[src/rtl/halton_stream_sched.sv]
// rtl/halton_stream_sched.sv - round-robin scheduler sharing one Halton generator among requesters.
// Each grant loads a seed, skips the generator warmup and emits a stochastic bitstream plus a ones count.
module halton_stream_sched #(
  parameter int NUM_REQ = 4,
  parameter int ID_W    = 2,
  parameter int LEN_W   = 16,
  parameter int GEN_LAT = 2
) (
  input  logic                  clk,
  input  logic                  reset_n,
  input  logic [NUM_REQ-1:0]    req_valid,
  input  logic [NUM_REQ*24-1:0] req_value,
  input  logic [NUM_REQ*32-1:0] req_seed,
  output logic [NUM_REQ-1:0]    req_ready,
  input  logic [LEN_W-1:0]      stream_len,
  input  logic                  abort,
  output logic                  gen_load,
  output logic [31:0]           gen_seed,
  input  logic [23:0]           gen_value,
  output logic                  bit_valid,
  output logic                  bit_out,
  output logic [ID_W-1:0]       bit_id,
  output logic                  bit_last,
  output logic                  done,
  output logic [LEN_W-1:0]      ones_cnt,
  output logic                  busy
);

  localparam int WARM_W = (GEN_LAT > 1) ? $clog2(GEN_LAT) : 1;
  localparam logic [WARM_W-1:0] WARM_LAST = WARM_W'(GEN_LAT - 1);

  typedef enum logic [2:0] {
    S_IDLE   = 3'd0,
    S_LOAD   = 3'd1,
    S_WARM   = 3'd2,
    S_STREAM = 3'd3,
    S_DONE   = 3'd4
  } state_t;

  state_t            state_q;
  logic [ID_W-1:0]   rr_q, rr_d, id_q;
  logic [23:0]       value_q;
  logic [LEN_W-1:0]  len_q, rem_q, ones_q, ones_d, ones_cnt_q;
  logic [WARM_W-1:0] warm_q;
  logic [31:0]       gen_seed_q;
  logic              gen_load_q, bit_valid_q, bit_last_q, done_q, busy_q;
  logic              grant_any;
  logic [ID_W-1:0]   grant_idx;

  // Scan downward so the lowest offset from the rr pointer is the last one written.
  always_comb begin
    grant_any = 1'b0;
    grant_idx = '0;
    for (int k = NUM_REQ - 1; k >= 0; k--) begin
      if (req_valid[(int'(rr_q) + k) % NUM_REQ]) begin
        grant_any = 1'b1;
        grant_idx = ID_W'((int'(rr_q) + k) % NUM_REQ);
      end
    end
  end

  always_comb begin
    req_ready = '0;
    if (reset_n && state_q == S_IDLE && grant_any) req_ready[grant_idx] = 1'b1;
  end

  assign rr_d   = (grant_idx == ID_W'(NUM_REQ - 1)) ? '0 : grant_idx + ID_W'(1);
  assign ones_d = ones_q + LEN_W'(bit_out);

  always_ff @(posedge clk or negedge reset_n) begin
    if (!reset_n) begin
      state_q     <= S_IDLE;
      rr_q        <= '0;
      id_q        <= '0;
      value_q     <= '0;
      len_q       <= '0;
      rem_q       <= '0;
      warm_q      <= '0;
      ones_q      <= '0;
      ones_cnt_q  <= '0;
      gen_seed_q  <= '0;
      gen_load_q  <= 1'b1;
      bit_valid_q <= 1'b0;
      bit_last_q  <= 1'b0;
      done_q      <= 1'b0;
      busy_q      <= 1'b0;
    end else begin
      bit_valid_q <= 1'b0;
      bit_last_q  <= 1'b0;
      done_q      <= 1'b0;
      if (abort && state_q != S_IDLE) begin
        state_q    <= S_IDLE;
        gen_load_q <= 1'b1;
        busy_q     <= 1'b0;
      end else begin
        case (state_q)
          S_IDLE: if (grant_any) begin
            state_q    <= S_LOAD;
            id_q       <= grant_idx;
            rr_q       <= rr_d;
            value_q    <= req_value[int'(grant_idx)*24 +: 24];
            gen_seed_q <= req_seed[int'(grant_idx)*32 +: 32];
            len_q      <= stream_len;
            gen_load_q <= 1'b1;
            busy_q     <= 1'b1;
          end
          S_LOAD: begin
            state_q    <= S_WARM;
            gen_load_q <= 1'b0;
            warm_q     <= '0;
          end
          S_WARM: begin
            if (warm_q != WARM_LAST) begin
              warm_q <= warm_q + WARM_W'(1);
            end else if (len_q == '0) begin
              state_q    <= S_DONE;
              done_q     <= 1'b1;
              ones_cnt_q <= '0;
              gen_load_q <= 1'b1;
            end else begin
              state_q     <= S_STREAM;
              bit_valid_q <= 1'b1;
              bit_last_q  <= (len_q == LEN_W'(1));
              rem_q       <= len_q - LEN_W'(1);
              ones_q      <= '0;
            end
          end
          // rem_q counts bits still to come after the one on the output this cycle.
          S_STREAM: begin
            if (rem_q == '0) begin
              state_q    <= S_DONE;
              done_q     <= 1'b1;
              ones_cnt_q <= ones_d;
              gen_load_q <= 1'b1;
            end else begin
              bit_valid_q <= 1'b1;
              bit_last_q  <= (rem_q == LEN_W'(1));
              rem_q       <= rem_q - LEN_W'(1);
              ones_q      <= ones_d;
            end
          end
          S_DONE: begin
            state_q <= S_IDLE;
            busy_q  <= 1'b0;
          end
          default: state_q <= S_IDLE;
        endcase
      end
    end
  end

  assign gen_load  = gen_load_q;
  assign gen_seed  = gen_seed_q;
  assign bit_valid = bit_valid_q;
  assign bit_out   = bit_valid_q & (gen_value < value_q);
  assign bit_id    = id_q;
  assign bit_last  = bit_last_q;
  assign done      = done_q;
  assign ones_cnt  = ones_cnt_q;
  assign busy      = busy_q;

endmodule

[config.mk]
export PLATFORM = sky130hd
export DESIGN_NAME = halton_stream_sched
export DESIGN_NICKNAME = d
export VERILOG_FILES = /design/src/rtl/halton_stream_sched.sv
export SDC_FILE = /design/constraint.sdc
export NUM_CORES = 1
export LEC_CHECK = 0
export CAP_MARGIN = 10
export CORE_MARGIN = 1
export CORE_UTILIZATION = 29
export CTS_CLUSTER_SIZE = 8
export DETAILED_ROUTE_END_ITERATION = 8
export PLACE_DENSITY = 0.58
export RECOVER_POWER = 50
export SYNTH_ARGS = -nofsm -noshare
export SYNTH_HDL_FRONTEND = slang
export SYNTH_SLANG_ARGS = --single-unit
export TNS_END_PERCENT = 100
[constraint.sdc]
create_clock -name clk -period 4.5 [get_ports clk]
set_input_delay 0.9 -clock clk [delete_from_list [all_inputs] [get_ports clk]]
set_output_delay 0.9 -clock clk [all_outputs]
set_load 0.01 [all_outputs]
After elaboration in Yosys (flattened, before gate mapping). Index checks and enable logic that the tools add are counted.

Input bits: 271. Logic and storage cells: 142. Output and inout bits: 60. Flip-flop bits (word level): 133.

Equality and inequality tests: 16. Shifts and indexed selects: 2. $lt $le $gt $ge: 7. Reductions and logical operators: 22. Multipliers: 1. Bitwise operators: 5. Multiplexer cells: 66. Add/subtract/negate cells: 8.

Operators with widths (number): $mux 16 (9); $shiftx 128x8->32 (1); $pmux 16 s2 (3); $shiftx 96x8->24 (1); $eq 16x1->1 const B (2); $logic_not 16->1 (2); $sub 16x1->16 const B (2); $mux 1 (31); $lt 24x24->1 (1); $add 16x1->16 (1); $mux 3 (5); $reduce_and 5->1 (3); $lt 3x4->1 const B (3); $pmux 3 s4 (1); $mux 2 (5); $ne 2x2->1 const B (5); $pmux 1 s2 (5); $ne 3x3->1 const B (3); $bmux 1 s2 (4); $eq 3x2->1 const B (2); $lt 2x3->1 const B (2); $reduce_and 3->1 (2); $reduce_bool 3->1 (2); $reduce_or 2->1 (3); other kinds (20) (29).

Depth between registers and ports, before layout. Gate-level depths: netlist of run 1.

Depth after elaboration: 15. Gate-level depth with buffers: 14. Depth with buffers taken out: 13.

Worst setup path before layout of run 1. OpenSTA, ideal clock, no wires.

Kind: input to register. From: input gen_value[10]. To: register ones_q[13]. Cell stages on the path: 12. Buffers on the path: 0. Required time: 4371 ps. Library setup time: 129 ps. Path slack: 949 ps. Arrival time: 3422 ps. Cells stage by stage: ha_1 > and3_1 > o21ai_0 > a21oi_1 > a211o_1 > a21oi_1 > ha_1 > nand2_1 > nor4_1 > a31oi_1 > o21ai_0 > o31ai_1.

Cells in the longest elaborated chain, start to end: 5.

RTL lines: start: declaration (RTL line 19) `input logic [23:0] gen_value,`; $lt 24x24->1 (RTL line 155) `assign bit_out = bit_valid_q & (gen_value < value_q);`; $and 1x1->1 (RTL line 155); via bit_out (RTL line 21) `output logic bit_out,`; $add 16x1->16 (RTL line 68) `assign ones_d = ones_q + LEN_W'(bit_out);`; $mux 16 (RTL line 130) `if (rem_q == '0) begin`; $pmux 16 s2 (RTL line 96) `case (state_q)`; end signal: assignment (RTL line 139) `ones_q <= ones_d;`; end: declaration (RTL line 43) `logic [LEN_W-1:0] len_q, rem_q, ones_q, ones_d, ones_cnt_q;`.

The timed path passes the listed nets, and every way through them passes these cells. The select of a mux whose other input is x is not followed. A chain may end at the register's enable or synchronous reset.

Worst setup path after layout of run 1.
From: input req_valid[0]. To: output req_ready[2].

Cells in the longest elaborated chain, start to end: 12.

RTL lines: start: declaration (RTL line 11) `input logic [NUM_REQ-1:0] req_valid,`; $bmux 1 s2 (RTL line 55) `if (req_valid[(int'(rr_q) + k) % NUM_REQ]) begin`; $mux 1 (implied by the code) (2 in a row) (RTL line 55); $mux 2 (4 in a row) (RTL line 55); $lt 2x3->1 (implied by the code) / $ge 2x1->1 (equally long branches) (RTL line 64) `if (reset_n && state_q == S_IDLE && grant_any) req_ready[grant_idx] = 1'b1;`; $logic_and 1x1->1 (implied by the code) (RTL line 64); $mux 1 (implied by the code) (RTL line 64); $demux 1 s2 (RTL line 64); $mux 4 * (RTL line 64); end: declaration (RTL line 14) `output logic [NUM_REQ-1:0] req_ready,`.

Every way passes the cells marked *; elsewhere a longest branch is shown, timed or not. The select of a mux whose other input is x is not followed.

==> results.ini, run 1 <==
[status]
status = finished, violations left
violations = capacitance limit, slew limit

[sta]
finalSetupViolCount = 0
fin_crit_sh = 0.929
tns_ns = 0
rsz0062_at_grt = false
final-hold-violation-count = 0
slew_headroom = -0.735
max_freq_mhz = 239
tightest_slew_ns = 2.60
final-max-slew-violation-count = 47
timing.hold.ws_ns = 0.369
layout_min_cycle_time_ns = 4.18
clock_skew_ns = 0.0160

[routing]
wl_per_cell_um = 18.8
drt_iter0_markers = 530
dr_wl_met3_um = 1560
dr_total_vias = 7941
via_per_inst = 4.97
drt_first_pass_iters = 4
highest_layer = met4
route.detailed.drc = 0
drt_wl_total_um = 30000
ant_nets = 0
met1_length_um = 13100
wl_met2_um = 15100

[clocking]
cts_resized = 0
insertion_delay_ns = 0.43
h-tree-depth = 4
cts_tree = done
clock-sinks = 133
cts_setup_buffers = 0
numCtsBuffers = 17
path_clk_slew_ns = 0.07
cts_hold_buf = 0
clock_path_buffers = 2
cts_root_buffer = clkbuf_16

[critical_path]
path_max_fanout = 11
path_delay_family = simple AND/OR/NAND/NOR gates
cp.arrival_ns = 3.28
crit_path_start_kind = primary input
cp-end-kind = output pin
path_cells = dlygate4sd3_1 > or4_1 > and2_1 > and3_1 > clkdlybuf4s50_1
worstSetupPathType = primary input to output pin
cp.required_ns = 3.60
cp_slowest_cell = or4_1
worst_path_largest_cell_delay_ns = 0.66
crit_buf_inv = 2

[worst_hold_path]
worst_hold_path_type = primary input to asynchronous set/reset pin

[placement]
port_buffers = 330
hpwlAfterDp_um = 22800
dpl_cell_area_um2 = 12100
place.gp.congestion = 0.844

[power]
swShare = 0.396
power_switching_w = 0.00252
clkPwrFrac = 0.222
power.density_nw_per_um2 = 503
p_int_w = 0.00384
seq_power_share = 0.316
combinationalPowerShare = 0.462
power.leakage_nw = 5.52
irDropWorstVdd_uv = 339
power_w = 0.00637

[finish]
layout.nets = 1508
final_cell_mix = clkdlybuf4s50_1 (272), dfrtp_1 (132), nand2_1 (124), mux2i_1 (116)
finalInstanceArea_um2 = 12700
area_growth_pct = 51.2
layout_commonest_cell = clkdlybuf4s50_1
postLayoutCoreUtil = 0.451
final_layout_size_suffix_gt1_frac = 0.0542

[synthesis]
synth_top_area_frac = 0.394
syn_area_um2 = 8380
async_reset_ff_frac = 1.00
synth_top_area_cell = dfrtp_1
yosysSeqAreaShare = 0.397
ys_ff_latch = 133
synth_flop_cell = dfrtp_1
synthSimpleGateAreaFrac = 0.166
syn-instance-count = 898
synth_fa_ha_area_frac = 0.0493
synth_edf_count = 0
synth_xor_xnor_area_share = 0.0282
synth_compound_area_frac = 0.161
syn_nets = 1202
synth_top_cells_by_area = dfrtp_1 (39%), mux2i_1 (14%), o221ai_1 (5.9%)
yosys_warnings = 0
synth_top_family_by_area = simple AND/OR/NAND/NOR gates
postSynthAreaPerCell_um2 = 9.33
synth_cell_types = 64
synth_mux_area_frac = 0.147

[floorplanning]
die_area_um2 = 29600
ios = 331
die_h_um = 172
fp-row-count = 61
fp.dieW_um = 172
start_util = 0.298
core_um2 = 28100

[global_routing]
grtUsageTotal = 0.200
grt_max_degree = 113
first_global_vias = 7800
grt_first_pass_wirelength_um = 44500
antenna_found_initial = 2
overflow = 0

[flow_run]
drv_cap = 1

metrics by stage:
| step | worst slack [ns] | instances |
|---|---|---|
| final | 0.319 | 1599 |
| after floorplan | 0.949 | 898 |
| after CTS | 0.0998 | 1595 |
| after global routing | 0.209 | 1596 |
| after global placement | 0.0822 | 1563 |
| after detailed placement | 0.123 | 1563 |
path summary, 6_finish.rpt:
| kind | startpoint | to | slack, ns | cells past startpoint |
|---|---|---|---|---|
| setup / recovery | req_valid[0] | req_ready[2] | 0.32 | 5 |
| min in group clk | bit_id[1] | bit_id[1] | 0.47 | 2 |
| max in group asynchronous | reset_n | len_q[12] | 0.96 | 3 |
| hold / removal | reset_n | bit_id[1] | 0.37 | 1 |
| setup reg to reg | value_q[10] | ones_q[12] | 1.19 | 14 |
| hold reg to reg | bit_id[1] | bit_id[1] | 0.47 | 2 |
cells by family (layout without fill, tap and decap cells):
logic type	Yosys count	in the layout
buf+inv	104	423
other cells	0	4
simple gates	286	286
xor+xnor	27	27
mux	122	122
fa+ha+maj	33	33
flops	133	133
compound gates	193	193
registers in the layout, indices dropped and copies added, names as in the netlist, 2 cells and up:
register,flops
ones_q,16
len_q,16
gen_seed,32
ones_cnt,16
rem_q,16
state_q,3
rr_q,2
value_q,24
bit_id,2
cell type report:
type / count / area [um2]
antenna: 4 / 10.0
clock buffer: 19 / 443
clock inverter: 13 / 146
fill: 2788 / 15400
inverter: 47 / 176
multi-input combinational: 661 / 4630
sequential: 133 / 3330
tap: 378 / 473
timing repair buffer: 344 / 3460
synthesized netlist by cell type (14+ instances only):
library cell  count
nand3_1          31
nor3_1           14
ha_1             33
nand2_1         127
mux2i_1         116
o21ai_0          37
xor2_1           15
buf_2            24
nor2_1           40
clkbuf_1         27
a21oi_1          33
inv_1            46
dfrtp_1         132
o221ai_1         56
layer usage:
metal	track usage	vias up
met5	0	-
met4	0.0573	0
met3	0.0455	21
met2	0.327	236
met1	0.262	3774
li1	-	3910
power by group through the flow:
stage	clock [W]	sequential, W	combinational, W
after floorplan	0	0.00199	0.00181
after global placement	0	0.00202	0.00298
after detailed placement	0	0.00202	0.00300
after CTS	0.00145	0.00202	0.00302
after global routing	0.00149	0.00207	0.00324
final	0.00141	0.00201	0.00294
No activity file was read; power rests on OpenSTA's default activity.
==> run 2, diff against run 1 <==
Settings changed: GPL_TIMING_DRIVEN set to 0.
==> results.ini, run 2 (synthesis results as in run 1) <==
[clocking]
numCtsBuffers = 17
path_clk_slew_ns = 0.06
cts_tree = done
h-tree-depth = 4
clock_path_buffers = 2
cts_setup_buffers = 0
cts_root_buffer = clkbuf_16
insertion_delay_ns = 0.42
clock-sinks = 133

[global_routing]
first_global_vias = 8154
grt_first_pass_wirelength_um = 48400
grt_max_degree = 87
grtUsageTotal = 0.223
overflow = 0
antenna_found_initial = 4

[routing]
drt_wl_total_um = 32900
drt_first_pass_iters = 5
drt_iter0_markers = 456
wl_per_cell_um = 20.0
via_per_inst = 5.03
dr_total_vias = 8262
route.detailed.drc = 0
ant_nets = 0

[finish]
layout_commonest_cell = clkdlybuf4s50_1
largest_reg_flops = 32
area_growth_pct = 53.1
layout.nets = 1551
finalInstanceArea_um2 = 12800
postLayoutCoreUtil = 0.457
final_layout_size_suffix_gt1_frac = 0.0595
final_cell_mix = clkdlybuf4s50_1 (300), dfrtp_1 (132), nand2_1 (127), mux2i_1 (116), o221ai_1 (56)

[critical_path]
cp.required_ns = 3.60
path_cells = clkdlybuf4s50_1 > or4_1 > and2_1 > clkbuf_1 > clkbuf_1 > and3_1 > clkdlybuf4s50_1
path_max_fanout = 10
crit_buf_inv = 4
cp.arrival_ns = 3.41
worst_path_largest_cell_delay_ns = 0.64
path_delay_family = buffers and inverters
crit_path_start_kind = primary input
cp_slowest_cell = or4_1
worstSetupPathType = primary input to output pin
cp-end-kind = output pin

[sta]
finalSetupViolCount = 0
tns_ns = 0
rsz0062_at_grt = false
final-max-slew-violation-count = 87
tightest_slew_ns = 2.24
layout_min_cycle_time_ns = 4.31
clock_skew_ns = 0.0168
final-hold-violation-count = 0
fin_crit_sh = 0.958
slew_headroom = -0.495
max_freq_mhz = 232

[status]
status = finished, violations left
violations = capacitance limit, slew limit

[floorplanning]
die_area_um2 = 29600
die_h_um = 172
ios = 331
fp-row-count = 61
fp.dieW_um = 172
start_util = 0.298
core_um2 = 28100

[flow_run]
drv_cap = 1

[placement]
port_buffers = 330
place.gp.congestion = 0.861
dpl_cell_area_um2 = 12200
hpwlAfterDp_um = 26200

[power]
irDropWorstVdd_uv = 273
power_w = 0.00665
power.leakage_nw = 5.55
power.density_nw_per_um2 = 519

[worst_hold_path]
worst_hold_path_type = primary input to asynchronous set/reset pin

## run 2: what timing repair did
item,CTS,global route
gates resized for setup,4,1
gates cloned,0,0
hold buffers,0,0
setup endpoints to repair,4,3
## run 2: final timing paths
check | endpoint | depth (start not counted) | slack, ns | start
min in group clk | bit_id[1] | 2 | 0.47 | bit_id[1]
worst min-delay path | rem_q[15] | 1 | 0.41 | reset_n
worst max-delay path | req_ready[2] | 7 | 0.19 | req_valid[0]
worst min register to register | bit_id[1] | 2 | 0.47 | bit_id[1]
max in group asynchronous | value_q[6] | 2 | 1.54 | reset_n
worst max register to register | ones_q[13] | 12 | 0.84 | value_q[1]
## run 2: through the flow
step	hold slack, ns	worst slack, ns	std cells
after detailed placement	0.468	-0.324	1607
after floorplan	0.456	0.949	898
after global placement	0.465	-3.97	1606
after global routing	0.425	0.0291	1641
final	0.415	0.191	1643
after CTS	0.427	0.0694	1639
## run 2: power breakdown
group          switching [W]  total, W  internal, W
Clock               0.000560   0.00156      0.00100
Sequential          0.000371   0.00200      0.00163
Combinational        0.00168   0.00309      0.00141
## run 2: cell type report
| cell class | count | area (um2) |
|---|---|---|
| Sequential cell | 133 | 3330 |
| Fill cell | 2834 | 15300 |
| Timing Repair Buffer | 331 | 3310 |
| Clock buffer | 20 | 447 |
| Multi-Input combinational cell | 661 | 4620 |
| Tap cell | 378 | 473 |
| Antenna cell | 5 | 12.5 |
| Clock inverter | 12 | 201 |
| Buffer | 56 | 255 |
| Inverter | 47 | 176 |
## run 2: worst reg2reg max path, stage by stage (launching register included)
cell and delay [ns]:
dfrtp_1 0.35, inv_1 0.05, ha_1 0.26, a211oi_1 0.33, o21ai_0 0.18, a211o_1 0.35
a21oi_2 0.29, ha_1 0.34, nand2_1 0.16, nor4_1 0.77, a31oi_1 0.17, o21ai_0 0.18
o31ai_1 0.09
## run 2: routing by layer
metal / global-route usage / share of wire / vias up
met3: 0.0476 / 0.048 / 17
met2: 0.378 / 0.51 / 277
met5: 0 / 0 / -
met1: 0.285 / 0.43 / 3974
li1: - / - / 3994
met4: 0.0573 / 0.012 / 0
